[config.mk]
export PLATFORM = sky130hd
export DESIGN_NAME = cmd_frame_decoder
export DESIGN_NICKNAME = d
export VERILOG_FILES = /design/src/rtl/cmd_frame_decoder_pkg.sv /design/src/rtl/cmd_frame_decoder_frame_fifo.sv /design/src/rtl/cmd_frame_decoder.sv
export SDC_FILE = /design/constraint.sdc
export NUM_CORES = 1
export LEC_CHECK = 0
export ABC_AREA = 1
export CELL_PAD_IN_SITES_DETAIL_PLACEMENT = 1
export CELL_PAD_IN_SITES_GLOBAL_PLACEMENT = 2
export CORE_MARGIN = 3
export CORE_UTILIZATION = 37
export DETAILED_ROUTE_END_ITERATION = 8
export GPL_TIMING_DRIVEN = 0
export PLACE_DENSITY = 0.88
export SLEW_MARGIN = 15
export SYNTH_ARGS = -nofsm -noshare
export SYNTH_HDL_FRONTEND = slang
export SYNTH_SLANG_ARGS = --single-unit
[constraint.sdc]
create_clock -name i_clk -period 4.8 [get_ports i_clk]
set_input_delay 0.72 -clock i_clk [delete_from_list [all_inputs] [get_ports i_clk]]
set_output_delay 0.72 -clock i_clk [all_outputs]
set_load 0.01 [all_outputs]
[src/rtl/cmd_frame_decoder_pkg.sv]
// Shared command codes, FSM encoding and frame classification for the command frame decoder.
package cmd_frame_decoder_pkg;

  localparam int RSVD_W = 5;
  localparam int CMD_W  = 3;

  localparam logic [CMD_W-1:0] CMD_WREQ = 3'd2;
  localparam logic [CMD_W-1:0] CMD_RREQ = 3'd3;
  localparam logic [CMD_W-1:0] CMD_RRES = 3'd4;

  typedef enum logic [1:0] {
    ST_IDLE = 2'd0,
    ST_REQ  = 2'd1,
    ST_RES  = 2'd2
  } state_t;

  typedef enum logic [1:0] {
    CLS_WREQ = 2'd0,
    CLS_RREQ = 2'd1,
    CLS_RRES = 2'd2,
    CLS_BAD  = 2'd3
  } cls_t;

  function automatic cls_t classify(input logic [CMD_W-1:0] cmd);
    case (cmd)
      CMD_WREQ: classify = CLS_WREQ;
      CMD_RREQ: classify = CLS_RREQ;
      CMD_RRES: classify = CLS_RRES;
      default:  classify = CLS_BAD;
    endcase
  endfunction

endpackage

[src/rtl/cmd_frame_decoder_frame_fifo.sv]
// Synchronous FIFO with a first-word-fall-through head; pointers wrap naturally,
// the occupancy count is one bit wider so full and empty are distinguishable.
module frame_fifo #(
  parameter int WIDTH = 56,
  parameter int DEPTH = 4
) (
  input  logic             i_clk,
  input  logic             i_rst_n,
  input  logic             i_push,
  input  logic             i_pop,
  input  logic [WIDTH-1:0] i_din,
  output logic [WIDTH-1:0] o_dout,
  output logic             o_full,
  output logic             o_empty
);

  localparam int PTR_W = $clog2(DEPTH);
  localparam logic [PTR_W:0] FULL_CNT = (PTR_W+1)'(DEPTH);

  logic [WIDTH-1:0] r_mem [DEPTH];
  logic [PTR_W-1:0] r_wr_ptr;
  logic [PTR_W-1:0] r_rd_ptr;
  logic [PTR_W:0]   r_count;
  logic             w_push;
  logic             w_pop;

  assign o_full  = (r_count == FULL_CNT);
  assign o_empty = (r_count == '0);
  assign w_push  = i_push & ~o_full;
  assign w_pop   = i_pop & ~o_empty;
  assign o_dout  = r_mem[r_rd_ptr];

  always_ff @(posedge i_clk or negedge i_rst_n) begin
    if (!i_rst_n) begin
      r_wr_ptr <= '0;
      r_rd_ptr <= '0;
      r_count  <= '0;
    end else begin
      if (w_push) r_wr_ptr <= r_wr_ptr + 1'b1;
      if (w_pop)  r_rd_ptr <= r_rd_ptr + 1'b1;
      case ({w_push, w_pop})
        2'b10:   r_count <= r_count + 1'b1;
        2'b01:   r_count <= r_count - 1'b1;
        default: r_count <= r_count;
      endcase
    end
  end

  // Storage carries no reset; stale entries are unreachable once the pointers clear.
  always_ff @(posedge i_clk) begin
    if (w_push) r_mem[r_wr_ptr] <= i_din;
  end

endmodule

[src/rtl/cmd_frame_decoder.sv]
// Buffers assembled frames and routes each by command: requests to the APB master,
// read responses to the response sink, unknown commands to a pulse and saturating counter.
module cmd_frame_decoder
  import cmd_frame_decoder_pkg::*;
#(
  parameter int ADDR_W     = 16,
  parameter int DATA_W     = 32,
  parameter int FIFO_DEPTH = 4,
  parameter int ERR_CNT_W  = 8,
  localparam int FRAME_W   = RSVD_W + CMD_W + ADDR_W + DATA_W
) (
  input  logic                 i_clk,
  input  logic                 i_rst_n,
  input  logic [FRAME_W-1:0]   i_frame_in,
  input  logic                 i_frame_valid,
  output logic                 o_frame_ready,
  output logic                 o_req_valid,
  input  logic                 i_req_ready,
  output logic                 o_req_wr,
  output logic [ADDR_W-1:0]    o_req_addr,
  output logic [DATA_W-1:0]    o_req_data,
  output logic                 o_res_valid,
  input  logic                 i_res_ready,
  output logic [DATA_W-1:0]    o_res_data,
  output logic                 o_err_pulse,
  output logic [ERR_CNT_W-1:0] o_err_count
);

  logic [FRAME_W-1:0]   w_head;
  logic                 w_full;
  logic                 w_empty;
  logic                 w_push;
  logic                 w_pop;
  logic                 w_free;
  cls_t                 w_cls;
  logic [ADDR_W-1:0]    w_head_addr;
  logic [DATA_W-1:0]    w_head_data;
  logic                 w_unused_rsvd;
  state_t               r_state;
  state_t               w_next_state;

  logic                 r_req_wr;
  logic [ADDR_W-1:0]    r_req_addr;
  logic [DATA_W-1:0]    r_req_data;
  logic [DATA_W-1:0]    r_res_data;
  logic                 r_err_pulse;
  logic [ERR_CNT_W-1:0] r_err_count;

  assign o_frame_ready = ~w_full;
  assign w_push        = i_frame_valid & ~w_full;

  frame_fifo #(
    .WIDTH (FRAME_W),
    .DEPTH (FIFO_DEPTH)
  ) u_fifo (
    .i_clk   (i_clk),
    .i_rst_n (i_rst_n),
    .i_push  (w_push),
    .i_pop   (w_pop),
    .i_din   (i_frame_in),
    .o_dout  (w_head),
    .o_full  (w_full),
    .o_empty (w_empty)
  );

  assign w_cls         = classify(w_head[ADDR_W+DATA_W +: CMD_W]);
  assign w_head_addr   = w_head[DATA_W +: ADDR_W];
  assign w_head_data   = w_head[DATA_W-1:0];
  assign w_unused_rsvd = ^w_head[FRAME_W-1 -: RSVD_W];

  always_ff @(posedge i_clk or negedge i_rst_n) begin
    if (!i_rst_n) r_state <= ST_IDLE;
    else          r_state <= w_next_state;
  end

  // The holding slot frees on a handshake, so the next head is taken in that same cycle.
  always_comb begin
    w_next_state = r_state;
    w_free       = 1'b0;
    w_pop        = 1'b0;
    case (r_state)
      ST_IDLE: w_free = 1'b1;
      ST_REQ:  w_free = i_req_ready;
      ST_RES:  w_free = i_res_ready;
      default: w_free = 1'b1;
    endcase
    w_pop = w_free & ~w_empty;
    if (w_pop) begin
      case (w_cls)
        CLS_WREQ, CLS_RREQ: w_next_state = ST_REQ;
        CLS_RRES:           w_next_state = ST_RES;
        default:            w_next_state = ST_IDLE;
      endcase
    end else if (w_free) begin
      w_next_state = ST_IDLE;
    end
  end

  always_ff @(posedge i_clk or negedge i_rst_n) begin
    if (!i_rst_n) begin
      r_req_wr    <= 1'b0;
      r_req_addr  <= '0;
      r_req_data  <= '0;
      r_res_data  <= '0;
      r_err_pulse <= 1'b0;
      r_err_count <= '0;
    end else begin
      r_err_pulse <= w_pop & (w_cls == CLS_BAD);
      if (w_pop) begin
        case (w_cls)
          CLS_WREQ: begin
            r_req_wr   <= 1'b1;
            r_req_addr <= w_head_addr;
            r_req_data <= w_head_data;
          end
          CLS_RREQ: begin
            r_req_wr   <= 1'b0;
            r_req_addr <= w_head_addr;
            r_req_data <= '0;
          end
          CLS_RRES: r_res_data <= w_head_data;
          default: begin
            if (r_err_count != {ERR_CNT_W{1'b1}}) r_err_count <= r_err_count + 1'b1;
          end
        endcase
      end
    end
  end

  assign o_req_valid = (r_state == ST_REQ);
  assign o_res_valid = (r_state == ST_RES);
  assign o_req_wr    = r_req_wr;
  assign o_req_addr  = r_req_addr;
  assign o_req_data  = r_req_data;
  assign o_res_data  = r_res_data;
  assign o_err_pulse = r_err_pulse;
  assign o_err_count = r_err_count;

endmodule

== After elaboration in Yosys (flattened, before gate mapping) ==
Memories as Yosys holds them, arrays and structs flattened.
Cells that the tools add are included.

* Bitwise logic cells: 8
* Magnitude comparators: 0
* Shift-type cells: 0
* Eq/ne operators: 12
* $add $sub $neg: 5
* Multiplexer cells: 10
* $mul: 0
* Div/mod/pow operators: 0
* Reduce and logical (&&, ||, !) cells: 11

{| class="wikitable"
|+ Operators by type and width
! cell !! number
|-
| $pmux 32 s2 || 1
|-
| $add 8x1->8 const B || 1
|-
| $eq 2x2->1 const B || 4
|-
| $ne 8x8->1 const B || 1
|-
| $eq 2x1->1 const B || 3
|-
| $eq 3x2->1 const B || 2
|-
| $eq 3x3->1 const B || 2
|-
| $pmux 2 s3 || 1
|-
| $pmux 3 s2 || 1
|-
| $reduce_and 2->1 || 3
|-
| $reduce_bool 2->1 || 3
|-
| $and 1x1->1 || 5
|-
| $add 2x1->2 const B || 2
|-
| $mux 2 || 2
|-
| $pmux 1 s2 || 2
|-
| $pmux 2 s2 || 1
|-
| $add 3x1->3 const B || 1
|-
| $logic_not 3->1 || 1
|-
| $not 1->1 || 3
|-
| $reduce_and 3->1 || 1
|-
| $reduce_or 3->1 || 1
|-
| $sub 3x1->3 const B || 1
|-
| $logic_not 2->1 || 1
|-
| $mux 1 || 2
|-
| $reduce_or 2->1 || 1
|}

* Bits in writable memories: 224
* Memories: 1
* Logic and storage cells: 57
* Bits of input ports: 61
* Register bits: 99
* Bits in latches: 0
* Output and inout bits: 93
* ROM bits: 0

{| class="wikitable"
|+ Memory list
! memory !! words !! bits a word !! read ports !! clocked after Yosys merged registers in !! write ports !! RTL line !! source
|-
| u_fifo.r_mem || 4 || 56 || 1 || 0 || 1 || cmd_frame_decoder_frame_fifo.sv:20 || <nowiki>logic [WIDTH-1:0] r_mem [DEPTH];</nowiki>
|}

== Logic depth before layout (Yosys ltp) ==
An unclocked memory read counts as a cell.

* Depth in word-level cells: 7
* Mapped depth: 11

== Cells and area by module ==
From an unflattened synthesis, not the netlist that was laid out.

* Cells, all modules: 1151
* Area total of the unflattened synthesis: 13779.5 um2

{| class="wikitable"
|+ Modules (own cells, without submodules)
! module !! sequential area each (um2) !! cells an instance !! area each (um2) !! instances
|-
| frame_fifo || 6901.6 || 714 || 9846.9 || 1
|-
| cmd_frame_decoder || 2302.2 || 437 || 3932.5 || 1
|}

== Worst setup path after synthesis ==
OpenSTA, ideal clock, no wires.

* Path kind: input to register
* Start: input i_frame_valid
* End: memory u_fifo.r_mem[0][0] (enable)
* Path buffers: 0
* Slack: 1.297 ns
* Arrival: 3.043 ns
* Cell stages on the path: 2
* Library setup time: 0.460 ns
* Required time: 4.340 ns
* Path through: nand2_1 -> nor2_1

* Longest elaborated chain between the ends: 4

{| class="wikitable"
|+ Ends and longest elaborated chain
! item !! RTL line !! source
|-
| from (decl) || cmd_frame_decoder.sv:15 || <nowiki>input logic i_frame_valid,</nowiki>
|-
| $and 1x1->1 || cmd_frame_decoder.sv:50 || <nowiki>assign w_push = i_frame_valid & ~w_full;</nowiki>
|-
| $and 1x1->1 || cmd_frame_decoder_frame_fifo.sv:29 || <nowiki>assign w_push = i_push & ~o_full;</nowiki>
|-
| $mux 1 || cmd_frame_decoder_frame_fifo.sv:51 || <nowiki>if (w_push) r_mem[r_wr_ptr] <= i_din;</nowiki>
|-
| $mux 1 (implied by the code) || cmd_frame_decoder_frame_fifo.sv:51 ||
|-
| to (decl) || cmd_frame_decoder_frame_fifo.sv:20 ||
|}

No other way between the ends.

== Worst setup path after layout ==
* Start: register r_state[0]
* End: register u_fifo.r_count[2]

* Longest elaborated chain between the ends: 6

{| class="wikitable"
|+ Ends and longest elaborated chain
! item !! RTL line !! source
|-
| from (decl) || cmd_frame_decoder.sv:39 || <nowiki>state_t r_state;</nowiki>
|-
| from (signal assigned) || cmd_frame_decoder.sv:73 || <nowiki>else r_state <= w_next_state;</nowiki>
|-
| $eq 2x2->1 or $eq 2x1->1 (tied branches) || cmd_frame_decoder.sv:81 || <nowiki>case (r_state)</nowiki>
|-
| $pmux 1 s2 * || cmd_frame_decoder.sv:81 ||
|-
| $and 1x1->1 * || cmd_frame_decoder.sv:87 || <nowiki>w_pop = w_free & ~w_empty;</nowiki>
|-
| $and 1x1->1 * || cmd_frame_decoder_frame_fifo.sv:30 || <nowiki>assign w_pop = i_pop & ~o_empty;</nowiki>
|-
| $eq 2x1->1 or $eq 2x2->1 (tied branches) || cmd_frame_decoder_frame_fifo.sv:41 || <nowiki>case ({w_push, w_pop})</nowiki>
|-
| $pmux 3 s2 or $reduce_bool 2->1 (tied branches) || n/a ||
|-
| to (signal assigned) || cmd_frame_decoder_frame_fifo.sv:42 || <nowiki>2'b10: r_count <= r_count + 1'b1;</nowiki>
|-
| to (signal assigned) || cmd_frame_decoder_frame_fifo.sv:43 || <nowiki>2'b01: r_count <= r_count - 1'b1;</nowiki>
|-
| to (signal assigned) || cmd_frame_decoder_frame_fifo.sv:44 || <nowiki>default: r_count <= r_count;</nowiki>
|-
| to (decl) || cmd_frame_decoder_frame_fifo.sv:23 || <nowiki>logic [PTR_W:0] r_count;</nowiki>
|}

Every way passes the cells marked *; elsewhere a longest branch is shown, timed or not.
A chain may end at the register's enable or synchronous reset.

==> impl_metrics.toml <==
[job]
cap_violations = 0

[power]
p_per_area_nw_per_um2 = 704
ir_worst_vdd_mv = 0.323
p_total_mw = 10.6
leakagePower_nw = 5.91

[place]
place_hpwl_um = 21800
portBuffers = 148
gp_congestion = 0.742
dp_slack_ns = 1.78
dp_cells = 1528
placed_cell_area_um2 = 13900

[sta]
slew_viol_final = 0
hold_violations = 0
period_minus_slack_ns = 2.54
clock.fmax_ghz = 0.393
holdWs_ns = 0.0554
tightestPinTransition_ns = 0.629
relSlewSlack_pct = 58.1
fin_ws_ns = 2.26
setup-tns-final_ns = 0
setup_viol = 0
rsz0062_at_grt = "no"
skew_ns = 0.0213
period_share_pct = 53.0

[clock_tree]
clock_sinks = 303
cts-resized-gates = 0
path_clk_slew_ns = 0.06
cts_buffers = 34
cts_buffer_depth = 3
cts_root_buffer = "clkbuf_16"
clk_latency_ns = 0.51
post_cts_buffers = 0
ctsHoldBuffers = 0
cts_tree = "done"
cts.htree.levels = 2

[setup_path]
crit_buf_inv = 2
r2r_end = "u_fifo.r_count[2]"
end_kind = "register"
slowest_stage = "fa_1"
critPathRequiredTime_ns = 5.18
slowest_delay_ns = 0.39
critPathTopFamily = "adder cells"
r2r_start = "r_state[0]"
cp_max_fo = 5
path_cells = "inv_1 -> ha_1 -> a21oi_1 -> nand2_1 -> nand2_1 -> inv_1 -> ha_1 -> fa_1 -> a21oi_1 -> o21ai_0 -> xor2_1"
critPathKind = "register to register"
worst-r2r-cell-count = 11
r2r_slack_ns = 2.26
cp.arrival_ns = 2.92
start_kind = "register"

[routing]
wl_per_cell_um = 20.5
vias = 8137
drtPass1Iterations = 5
ant_nets = 0
viasPerCell = 5.11
drt_iter0_markers = 408
drt_wl_total_um = 32600
drc = 0

[floorplanning]
coreArea_um2 = 30800
dieArea_um2 = 33800
io_pins = 154
start_util_pct = 37.9
rows = 64
die_w_um = 184
die-height_um = 184

[grt]
grt_overflow = 0
grt_pass1_wl_um = 50400
antenna_found_initial = 6
grt_max_degree = 78
grt_pass1_vias = 8885
grt.total_usage_pct = 19.4

[synthesis]
synthCells = 974
netlist_area_um2 = 11700
syn_avg_cell_area_um2 = 12.0
yosysSeqAreaShare_pct = 73.6
synth_nets = 1044
post_synth_num_cell_types = 27
ys_seq_elements = 303
yosysWarnings = 0

[cells_and_area]
fin_util_pct = 48.7
instances_no_fill = 1592
layout-drive-gt1-share_pct = 8.38
syn_to_final_growth_pct = 28.5
fin_nets = 1238
design_area_um2 = 15000

[min_path]
hold_class = "primary input to async pin"

[run_status]
status = "completed"
-- layout by cell type (no fill, tap or decap), types with 8 or more instances in the layout --
| cell type | count |
|---|---|
| buf_2 | 14 |
| clkbuf_1 | 30 |
| clkbuf_16 | 34 |
| clkdlybuf4s50_1 | 147 |
| clkinv_1 | 8 |
| clkinv_2 | 10 |
| dfrtp_1 | 99 |
| edfxtp_1 | 204 |
| ha_1 | 8 |
| inv_1 | 16 |
| nand2_1 | 262 |
| nand3_1 | 45 |
| nand4_1 | 9 |
| nor2_1 | 103 |
| o21ai_0 | 89 |
| o21ai_1 | 10 |
| o22ai_1 | 48 |
-- worst register-to-register path, delay by kind of cell (launching register included) --
family                     cells  cell delay (ns)
AOI/OAI and AO/OA              3             0.37
xor gates and xnor gates       1             0.15
adders and majority gates      3             0.92
buffers and inverters          2             0.20
DFF                            1             0.36
and+or+nand+nor                2             0.43
-- sequential cells by signal, indices dropped and copies added (netlist names) --
register         cells
u_fifo.r_mem       204
o_req_data          32
o_res_data          32
o_req_addr          16
o_err_count          8
u_fifo.r_count       3
r_state              2
u_fifo.r_rd_ptr      2
u_fifo.r_wr_ptr      2
o_err_pulse          1
o_req_wr             1
-- layer usage --
metal	global-route usage (%)	vias up	part of all wire [%]
li1	-	3776	-
met1	23.7	4106	41
met2	35.2	194	52
met3	3.58	53	4.6
met4	5.81	8	2.3
met5	0	-	0.21
-- Yosys cell counts --
| library cell | count | area share, % |
|---|---|---|
| nand3_1 | 45 | 1.9 |
| clkbuf_2 | 1 | 0.043 |
| inv_1 | 16 | 0.51 |
| fa_1 | 1 | 0.17 |
| o22ai_1 | 48 | 2.6 |
| o21ai_0 | 89 | 3.8 |
| nor3_4 | 1 | 0.14 |
| nand3b_1 | 1 | 0.064 |
| nand4_1 | 9 | 0.48 |
| xor2_1 | 6 | 0.45 |
| nand2_1 | 262 | 8.4 |
| and2_1 | 1 | 0.054 |
| o21ai_1 | 10 | 0.43 |
| nor2_1 | 107 | 3.4 |
| nor2_4 | 1 | 0.096 |
| ha_1 | 8 | 0.86 |
| clkbuf_1 | 29 | 0.93 |
| inv_2 | 4 | 0.13 |
| dfrtp_1 | 99 | 21 |
| xnor2_1 | 3 | 0.22 |
| nand3_2 | 1 | 0.086 |
| buf_6 | 5 | 0.48 |
| buf_2 | 14 | 0.60 |
| a21oi_2 | 1 | 0.075 |
| edfxtp_1 | 204 | 52 |
| buf_4 | 4 | 0.26 |
| a21oi_1 | 4 | 0.17 |
-- final cells by class --
| type | count | area [µm²] |
|---|---|---|
| tap | 396 | 495 |
| clock buffer | 35 | 855 |
| buffer | 53 | 270 |
| fill | 3225 | 15800 |
| timing repair buffer | 158 | 1720 |
| multi-input combinational | 598 | 2770 |
| clock inverter | 27 | 229 |
| inverter | 20 | 75.1 |
| sequential | 303 | 8600 |
| antenna | 2 | 5.00 |
-- cell families (layout without fill, tap and decap cells) --
| kind of cell | Yosys count | count (layout) | synth area share [%] |
|---|---|---|---|
| AOI/OAI and AO/OA | 152 | 152 | 7.05 |
| buffers and inverters | 73 | 293 | 2.95 |
| DFF | 303 | 303 | 73.6 |
| xor gates and xnor gates | 9 | 9 | 0.674 |
| adders and majority gates | 9 | 9 | 1.03 |
| and+or+nand+nor | 428 | 428 | 14.7 |
| other | 0 | 2 | 0 |
-- power by group --
part,switching (mW),internal [mW]
clock,1.04,1.47
combinational,2.62,1.55
sequential,0.317,3.58
-- worst max-delay path by stage --
stage                       start                  end  slack (ns)  depth (start not counted)
floorplan           i_frame_valid   u_fifo.r_mem[0][0]        1.30                          2
global placement    i_frame_valid  u_fifo.r_mem[3][20]       -1.27                          3
detailed placement    i_req_ready    u_fifo.r_count[2]        1.78                         10
CTS                    r_state[0]    u_fifo.r_count[2]        2.25                         11
global route           r_state[0]    u_fifo.r_count[2]        2.03                         11
finish                 r_state[0]    u_fifo.r_count[2]        2.26                         11
Power figures use the tool's default switching activity.
